`src/rtl/watch_sequencer.sv`:
```
`timescale 1ns / 1ps
`default_nettype none
// ============================================================================
//  Module   : watch_sequencer
//  Purpose  : Central sequencing controller for the stopwatch datapath.
//             Debounces the pause/reset buttons, synchronizes the adjust
//             switches, derives the 2 Hz / 1 Hz ticks from the master clock,
//             runs the RUN/PAUSE/ADJ_MIN/ADJ_SEC mode machine and issues
//             single-cycle increment/clear strobes plus blink enables.
//  Revision : 1.0 - initial release
// ----------------------------------------------------------------------------
//  Parameters
//    CLK_HZ           master clock frequency (must be even)
//    DEBOUNCE_CYCLES  cycles a synchronized button must hold a new level
//    BLINK_HZ         blink toggle-pair rate; CLK_HZ/(2*BLINK_HZ) integral
//  Ports
//    clk        in   master clock, rising edge
//    rst_n      in   asynchronous active-low reset
//    btn_pause  in   raw pause button, active-high, asynchronous
//    btn_reset  in   raw reset button, active-high, asynchronous
//    sw_sel     in   adjust field select: 0 = minutes, 1 = seconds
//    sw_adj     in   adjust mode enable
//    inc_sec    out  one-cycle strobe: increment seconds
//    inc_min    out  one-cycle strobe: increment minutes
//    carry_en   out  seconds rollover carries into minutes when high
//    cnt_clr    out  one-cycle strobe: clear all digits to 00:00
//    blink_min  out  blank minute digits while high
//    blink_sec  out  blank second digits while high
//    mode       out  00 RUN, 01 PAUSE, 10 ADJ_MIN, 11 ADJ_SEC
//  Configuration
//    WATCH_SEQ_BLINK_EN  when defined the blink divider is built; otherwise
//                        blink_min / blink_sec are tied low in all modes.
// ============================================================================
module watch_sequencer #(
  parameter int CLK_HZ          = 100000000,
  parameter int DEBOUNCE_CYCLES = 1000000,
  parameter int BLINK_HZ        = 4
) (
  input  logic       clk,
  input  logic       rst_n,
  input  logic       btn_pause,
  input  logic       btn_reset,
  input  logic       sw_sel,
  input  logic       sw_adj,
  output logic       inc_sec,
  output logic       inc_min,
  output logic       carry_en,
  output logic       cnt_clr,
  output logic       blink_min,
  output logic       blink_sec,
  output logic [1:0] mode
);

  // --------------------------------------------------------------------------
  // Derived constants
  // --------------------------------------------------------------------------
  localparam int HALF_CYCLES = CLK_HZ / 2;
  localparam int PRE_W       = (HALF_CYCLES > 1) ? $clog2(HALF_CYCLES) : 1;
  localparam int DB_W        = (DEBOUNCE_CYCLES > 1) ? $clog2(DEBOUNCE_CYCLES) : 1;

  // Elaboration-time parameter sanity checks
  if ((CLK_HZ % 2) != 0) begin : g_chk_clk_even
    $error("watch_sequencer: CLK_HZ must be even");
  end
  if ((BLINK_HZ < 1) || ((CLK_HZ % (2 * BLINK_HZ)) != 0)) begin : g_chk_blink
    $error("watch_sequencer: CLK_HZ/(2*BLINK_HZ) must be an integer");
  end
  if (DEBOUNCE_CYCLES < 1) begin : g_chk_debounce
    $error("watch_sequencer: DEBOUNCE_CYCLES must be at least 1");
  end

  // --------------------------------------------------------------------------
  // Mode encoding
  // --------------------------------------------------------------------------
  typedef enum logic [1:0] {
    ST_RUN     = 2'b00,
    ST_PAUSE   = 2'b01,
    ST_ADJ_MIN = 2'b10,
    ST_ADJ_SEC = 2'b11
  } state_t;

  // --------------------------------------------------------------------------
  // Button path: 2-FF synchronizer + stability counter, one instance per
  // button. Bit 0 = pause, bit 1 = reset.
  // --------------------------------------------------------------------------
  logic [1:0] w_btn_raw;
  logic [1:0] w_btn_press;

  assign w_btn_raw = {btn_reset, btn_pause};

  for (genvar gi = 0; gi < 2; gi++) begin : g_btn
    logic            r_s1;
    logic            r_s2;
    logic            r_level;
    logic            r_press;
    logic [DB_W-1:0] r_cnt;

    // r_cnt counts consecutive samples where the synchronized input
    // disagrees with the accepted level; any agreeing sample restarts it,
    // so a bounce shorter than DEBOUNCE_CYCLES never gets accepted.
    always_ff @(posedge clk or negedge rst_n) begin
      if (!rst_n) begin
        r_s1    <= 1'b0;
        r_s2    <= 1'b0;
        r_level <= 1'b0;
        r_press <= 1'b0;
        r_cnt   <= '0;
      end else begin
        r_s1    <= w_btn_raw[gi];
        r_s2    <= r_s1;
        r_press <= 1'b0;
        if (r_s2 == r_level) begin
          r_cnt <= '0;
        end else if (r_cnt == DB_W'(DEBOUNCE_CYCLES - 1)) begin
          r_cnt   <= '0;
          r_level <= r_s2;
          // Only an accepted rising level produces a press pulse.
          r_press <= r_s2;
        end else begin
          r_cnt <= r_cnt + DB_W'(1);
        end
      end
    end

    assign w_btn_press[gi] = r_press;
  end

  logic w_pause_press;
  logic w_reset_press;

  assign w_pause_press = w_btn_press[0];
  assign w_reset_press = w_btn_press[1];

  // --------------------------------------------------------------------------
  // Switch path: 2-FF synchronizer only. Bit 0 = sw_adj, bit 1 = sw_sel.
  // --------------------------------------------------------------------------
  logic [1:0] r_sw_s1;
  logic [1:0] r_sw_s2;
  logic       w_adj;
  logic       w_sel;

  always_ff @(posedge clk or negedge rst_n) begin
    if (!rst_n) begin
      r_sw_s1 <= 2'b00;
      r_sw_s2 <= 2'b00;
    end else begin
      r_sw_s1 <= {sw_sel, sw_adj};
      r_sw_s2 <= r_sw_s1;
    end
  end

  assign w_adj = r_sw_s2[0];
  assign w_sel = r_sw_s2[1];

  // --------------------------------------------------------------------------
  // Prescaler: half_tick on each wrap (2 Hz), sec_tick on every second
  // half_tick (1 Hz). A reset press restarts both count and phase so the
  // next full second starts exactly at the clear.
  // --------------------------------------------------------------------------
  logic [PRE_W-1:0] r_pre;
  logic             r_half_phase;
  logic             w_half_tick;
  logic             w_sec_tick;

  assign w_half_tick = (r_pre == PRE_W'(HALF_CYCLES - 1));
  assign w_sec_tick  = w_half_tick & r_half_phase;

  always_ff @(posedge clk or negedge rst_n) begin
    if (!rst_n) begin
      r_pre        <= '0;
      r_half_phase <= 1'b0;
    end else if (w_reset_press) begin
      r_pre        <= '0;
      r_half_phase <= 1'b0;
    end else if (w_half_tick) begin
      r_pre        <= '0;
      r_half_phase <= ~r_half_phase;
    end else begin
      r_pre <= r_pre + PRE_W'(1);
    end
  end

  // --------------------------------------------------------------------------
  // Blink divider
  // --------------------------------------------------------------------------
  logic w_blink_phase;

`ifdef WATCH_SEQ_BLINK_EN
  localparam int BLINK_CYCLES = CLK_HZ / (2 * BLINK_HZ);
  localparam int BL_W         = (BLINK_CYCLES > 1) ? $clog2(BLINK_CYCLES) : 1;

  logic [BL_W-1:0] r_blink_cnt;
  logic            r_blink_phase;

  always_ff @(posedge clk or negedge rst_n) begin
    if (!rst_n) begin
      r_blink_cnt   <= '0;
      r_blink_phase <= 1'b0;
    end else if (r_blink_cnt == BL_W'(BLINK_CYCLES - 1)) begin
      r_blink_cnt   <= '0;
      r_blink_phase <= ~r_blink_phase;
    end else begin
      r_blink_cnt <= r_blink_cnt + BL_W'(1);
    end
  end

  assign w_blink_phase = r_blink_phase;
`else
  assign w_blink_phase = 1'b0;
`endif

  // --------------------------------------------------------------------------
  // Mode machine and registered outputs
  // --------------------------------------------------------------------------
  state_t r_state;
  state_t w_state_next;
  logic   r_run;
  logic   w_run_next;
  logic   r_inc_sec;
  logic   r_inc_min;
  logic   r_carry_en;
  logic   r_cnt_clr;
  logic   r_blink_min;
  logic   r_blink_sec;
  logic   w_inc_sec_next;
  logic   w_inc_min_next;
  logic   w_carry_en_next;
  logic   w_cnt_clr_next;
  logic   w_blink_min_next;
  logic   w_blink_sec_next;

  always_ff @(posedge clk or negedge rst_n) begin
    if (!rst_n) begin
      r_state     <= ST_RUN;
      r_run       <= 1'b1;
      r_inc_sec   <= 1'b0;
      r_inc_min   <= 1'b0;
      r_carry_en  <= 1'b1;
      r_cnt_clr   <= 1'b0;
      r_blink_min <= 1'b0;
      r_blink_sec <= 1'b0;
    end else begin
      r_state     <= w_state_next;
      r_run       <= w_run_next;
      r_inc_sec   <= w_inc_sec_next;
      r_inc_min   <= w_inc_min_next;
      r_carry_en  <= w_carry_en_next;
      r_cnt_clr   <= w_cnt_clr_next;
      r_blink_min <= w_blink_min_next;
      r_blink_sec <= w_blink_sec_next;
    end
  end

  // Strobes are selected from the *next* mode so that a tick coinciding with
  // a mode change already follows the new mode.
  always_comb begin
    w_state_next     = r_state;
    w_run_next       = r_run;
    w_inc_sec_next   = 1'b0;
    w_inc_min_next   = 1'b0;
    w_carry_en_next  = 1'b1;
    w_cnt_clr_next   = 1'b0;
    w_blink_min_next = 1'b0;
    w_blink_sec_next = 1'b0;

    // Pause presses while the adjust switch is on are dropped.
    if (w_pause_press && !w_adj) begin
      w_run_next = ~r_run;
    end

    if (w_adj) begin
      w_state_next = w_sel ? ST_ADJ_SEC : ST_ADJ_MIN;
    end else begin
      w_state_next = w_run_next ? ST_RUN : ST_PAUSE;
    end

    case (w_state_next)
      ST_RUN: begin
        w_inc_sec_next  = w_sec_tick;
        w_carry_en_next = 1'b1;
      end
      ST_PAUSE: begin
        w_carry_en_next = 1'b1;
      end
      ST_ADJ_MIN: begin
        w_inc_min_next   = w_half_tick;
        w_carry_en_next  = 1'b0;
        w_blink_min_next = w_blink_phase;
      end
      ST_ADJ_SEC: begin
        w_inc_sec_next   = w_half_tick;
        w_carry_en_next  = 1'b0;
        w_blink_sec_next = w_blink_phase;
      end
      default: begin
        w_carry_en_next = 1'b1;
      end
    endcase

    // A clear suppresses any increment in the same cycle; mode and run flag
    // are left as computed above.
    if (w_reset_press) begin
      w_cnt_clr_next = 1'b1;
      w_inc_sec_next = 1'b0;
      w_inc_min_next = 1'b0;
    end
  end

  assign inc_sec   = r_inc_sec;
  assign inc_min   = r_inc_min;
  assign carry_en  = r_carry_en;
  assign cnt_clr   = r_cnt_clr;
  assign blink_min = r_blink_min;
  assign blink_sec = r_blink_sec;
  assign mode      = r_state;

endmodule
`default_nettype wire

```
`config.mk`:
```
export PLATFORM = sky130hd
export DESIGN_NAME = watch_sequencer
export DESIGN_NICKNAME = d
export VERILOG_FILES = /design/src/rtl/watch_sequencer.sv
export SDC_FILE = /design/constraint.sdc
export NUM_CORES = 1
export LEC_CHECK = 0
export BUFFER_PORTS_ARGS = -buffer_cell sky130_fd_sc_hd__clkbuf_2
export CAP_MARGIN = 20
export CORE_MARGIN = 4
export CORE_UTILIZATION = 60
export DETAILED_ROUTE_END_ITERATION = 16
export HOLD_SLACK_MARGIN = 0.05
export PLACE_DENSITY = 0.78
export SETUP_SLACK_MARGIN = 0.02
export SYNTH_ARGS = -nofsm -noshare
export SYNTH_HDL_FRONTEND = slang
export SYNTH_SLANG_ARGS = --single-unit
```
`constraint.sdc`:
```
create_clock -name clk -period 4.3 [get_ports clk]
set_input_delay 0.86 -clock clk [delete_from_list [all_inputs] [get_ports clk]]
set_output_delay 0.86 -clock clk [all_outputs]
set_load 0.1 [all_outputs]
```
==> results.ini <==
[cts]
ctsRootBufferMaster = clkbuf_8
ctsHtreeMaxLevel = 3
cts_sinks = 86
cts_resized = 0
clock_latency_ps = 340
cts_tree = yes
cts_made_buffers = 9
post_cts_buffers = 0
cts_hold_buf = 0
cts_max_path_buffers = 2
clkTransAtPathRegs_ps = 80

[floorplanning]
fp.dieH_um = 89.51
die_area_mm2 = 0.008012
die_w_um = 89.51
boundaryPins = 14
core_area_mm2 = 0.006386
initial_core_util_pct = 62.42
rows = 29

[logic_synthesis]
synth-seq-cells = 86
syn_area_per_cell_um2 = 9.991
async_reset_ff_share_pct = 100.0
synthTopCellsByArea = dfrtp_1 (53%), nor2_1 (4.2%), xnor2_1 (4.0%)
synth.top_cell.area_share_pct = 52.73
yosysWarnings = 0
synthFlopType = dfrtp_1
synthCells = 399
ys_types = 39
synth_largest_area_cell = dfrtp_1
syn_area_mm2 = 0.003986
synth-edff-count = 0
seq_area_frac_synth_pct = 54.05

[setup_path]
r2r_setup_slack_ps = 2090
critPathLaunchType = flip-flop
cp.required_ps = 4570
arrival_ps = 2480
cp_max_fo = 13
cp-end-kind = flip-flop
worstSetupPathType = reg -> reg

[routing]
drt-initial-drc-count = 117
via_per_inst = 6.020
wl_per_cell_um = 14.25
wirelength_mm = 7.023
vias = 2968
antenna_left = 0
drc_errors = 0
firstDrtPassIters = 4

[sta]
tightest_slew_ps = 539.6
fin_crit_sh_pct = 51.38
setup_viol = 0
final.setup.tns_ps = 0
fin_skew_ps = 5.663
rsz0062_at_grt = false
finalMaxSlewViolations = 0
maxSlewHeadroom_pct = 64.18
hold_violations = 0
setup_slack_ps = 2091
fmaxAchievable_ghz = 0.4527
fin_crit_ps = 2209

[power_and_ir_drop]
p_per_area_mw_per_mm2 = 331.0
leakagePower_nw = 1.776
peakVddDrop_uv = 294.7

[placement]
gp_congestion = 0.8611
dpl_cell_area_mm2 = 0.004110
hpwl_mm = 4.776
io_buffers = 11
post-place-ws_ps = 2129

[finish]
final_area_mm2 = 0.004327
drive_gt1_share_pct = 9.375
syn_to_final_growth_pct = 8.537
fin_nets = 421
antenna_cells = 0

[hold_path]
hold_path.class = reg -> reg

[grt]
grt_max_degree = 87
grt_antenna_before_repair = 0
grt_pass1_vias = 2775
grt_pass1_wl_mm = 12.05
grt_overflow = 0
grt_use_total_pct = 19.50

[outcome]
status = complete, no violations

[run]
drv_cap = 0

placed cells by master (no fill, tap or decap), drive strengths merged, types with 3 or more instances in the layout:
cell    instances
dfrtp          84
nor2           45
nand3          29
a21oi          28
clkbuf         21
nand2          19
o21ai          19
xor2           18
xnor2          18
or3            17
nand4          15
inv            13
or4            11
nor3           11
o31ai          10
and3            9
and4            7
nor4            6
buf             5
nand2b          3
ha              3
sequential cells by signal (all words and copies together) (netlist names):
register / cells
carry_en: 1
cnt_clr: 1
g_btn.r_cnt: 40
g_btn.r_level: 2
g_btn.r_press: 2
g_btn.r_s1: 2
g_btn.r_s2: 2
inc_min: 1
inc_sec: 1
mode: 2
r_half_phase: 1
r_pre: 26
r_run: 1
r_sw_s1: 2
r_sw_s2: 2
path summary, 6_finish.rpt:
path / end / start / depth (start not counted)
setup / recovery: r_pre[22] / r_pre[0] / 5
hold reg to reg: g_btn[0].r_s2 / g_btn[0].r_s1 / 0
setup reg to reg: r_pre[22] / r_pre[0] / 5
min in group asynchronous: r_pre[14] / rst_n / 1
hold / removal: g_btn[0].r_s2 / g_btn[0].r_s1 / 0
max in group asynchronous: r_run / rst_n / 2
critical path, stage by stage (launching register included):
cell and delay [ps]:
dfrtp_1 380, ha_1 230, and3_1 240, nand4_1 390, or4b_2 730, a21oi_1 160
per-layer routing:
metal	global-route usage [%]	wire length, um
met3	4.977	296
met5	0	0
met1	25.62	3287
met2	30.61	3357
met4	8.660	81
logic make-up (layout without fill, tap and decap cells):
| family | count (synthesis) | in the layout | synth area share [%] |
|---|---|---|---|
| simple gates | 183 | 183 | 25.08 |
| flops | 86 | 86 | 54.05 |
| compound gates | 61 | 61 | 8.600 |
| xor+xnor | 36 | 36 | 7.910 |
| buf+inv | 27 | 43 | 2.762 |
| fa+ha+maj | 3 | 3 | 0.9417 |
| mux | 2 | 2 | 0.5649 |
| other cells | 1 | 2 | 0.09407 |
power breakdown:
part	switching (mW)	total, mW	leakage (nW)	internal [mW]
sequential	0.00848	0.827	1.15	0.818
combinational	0.0471	0.0596	0.529	0.0125
clock	0.266	0.546	0.0952	0.279
total	0.322	1.43	1.78	1.11
synth_stat cells, drive strengths merged, types with 2 or more instances:
master	count
a21oi	28
and3	9
and4	7
buf	3
clkbuf	11
dfrtp	84
dfstp	2
ha	3
inv	13
mux2	2
nand2	19
nand2b	3
nand3	29
nand4	15
nor2	45
nor3	11
nor4	6
nor4b	2
o21ai	19
o31ai	10
o41ai	2
or2	2
or3	17
or4	11
or4b	2
xnor2	18
xor2	18
cell type report:
cell class	instances	area (um2)
sequential	86	2155
fill	486	2059
multi-input combinational	287	1730
clock buffer	11	141.4
timing repair buffer	15	107.6
tap	77	96.34
inverter	13	48.80
clock inverter	4	47.55
metrics by stage:
step           cells  util [%]  hold WS (ps)  power (mW)
2_1_floorplan    400         -         331.2      0.8765
3_3_place_gp     477     64.36         337.6      0.9000
3_5_place_dp     477     64.36         336.2      0.9008
4_1_cts          492     67.32         354.7       1.446
5_1_grt          493     67.75         361.6       1.493
6_report         493     67.75         352.6       1.432
Note: power is estimated with default switching activity, not from simulation.
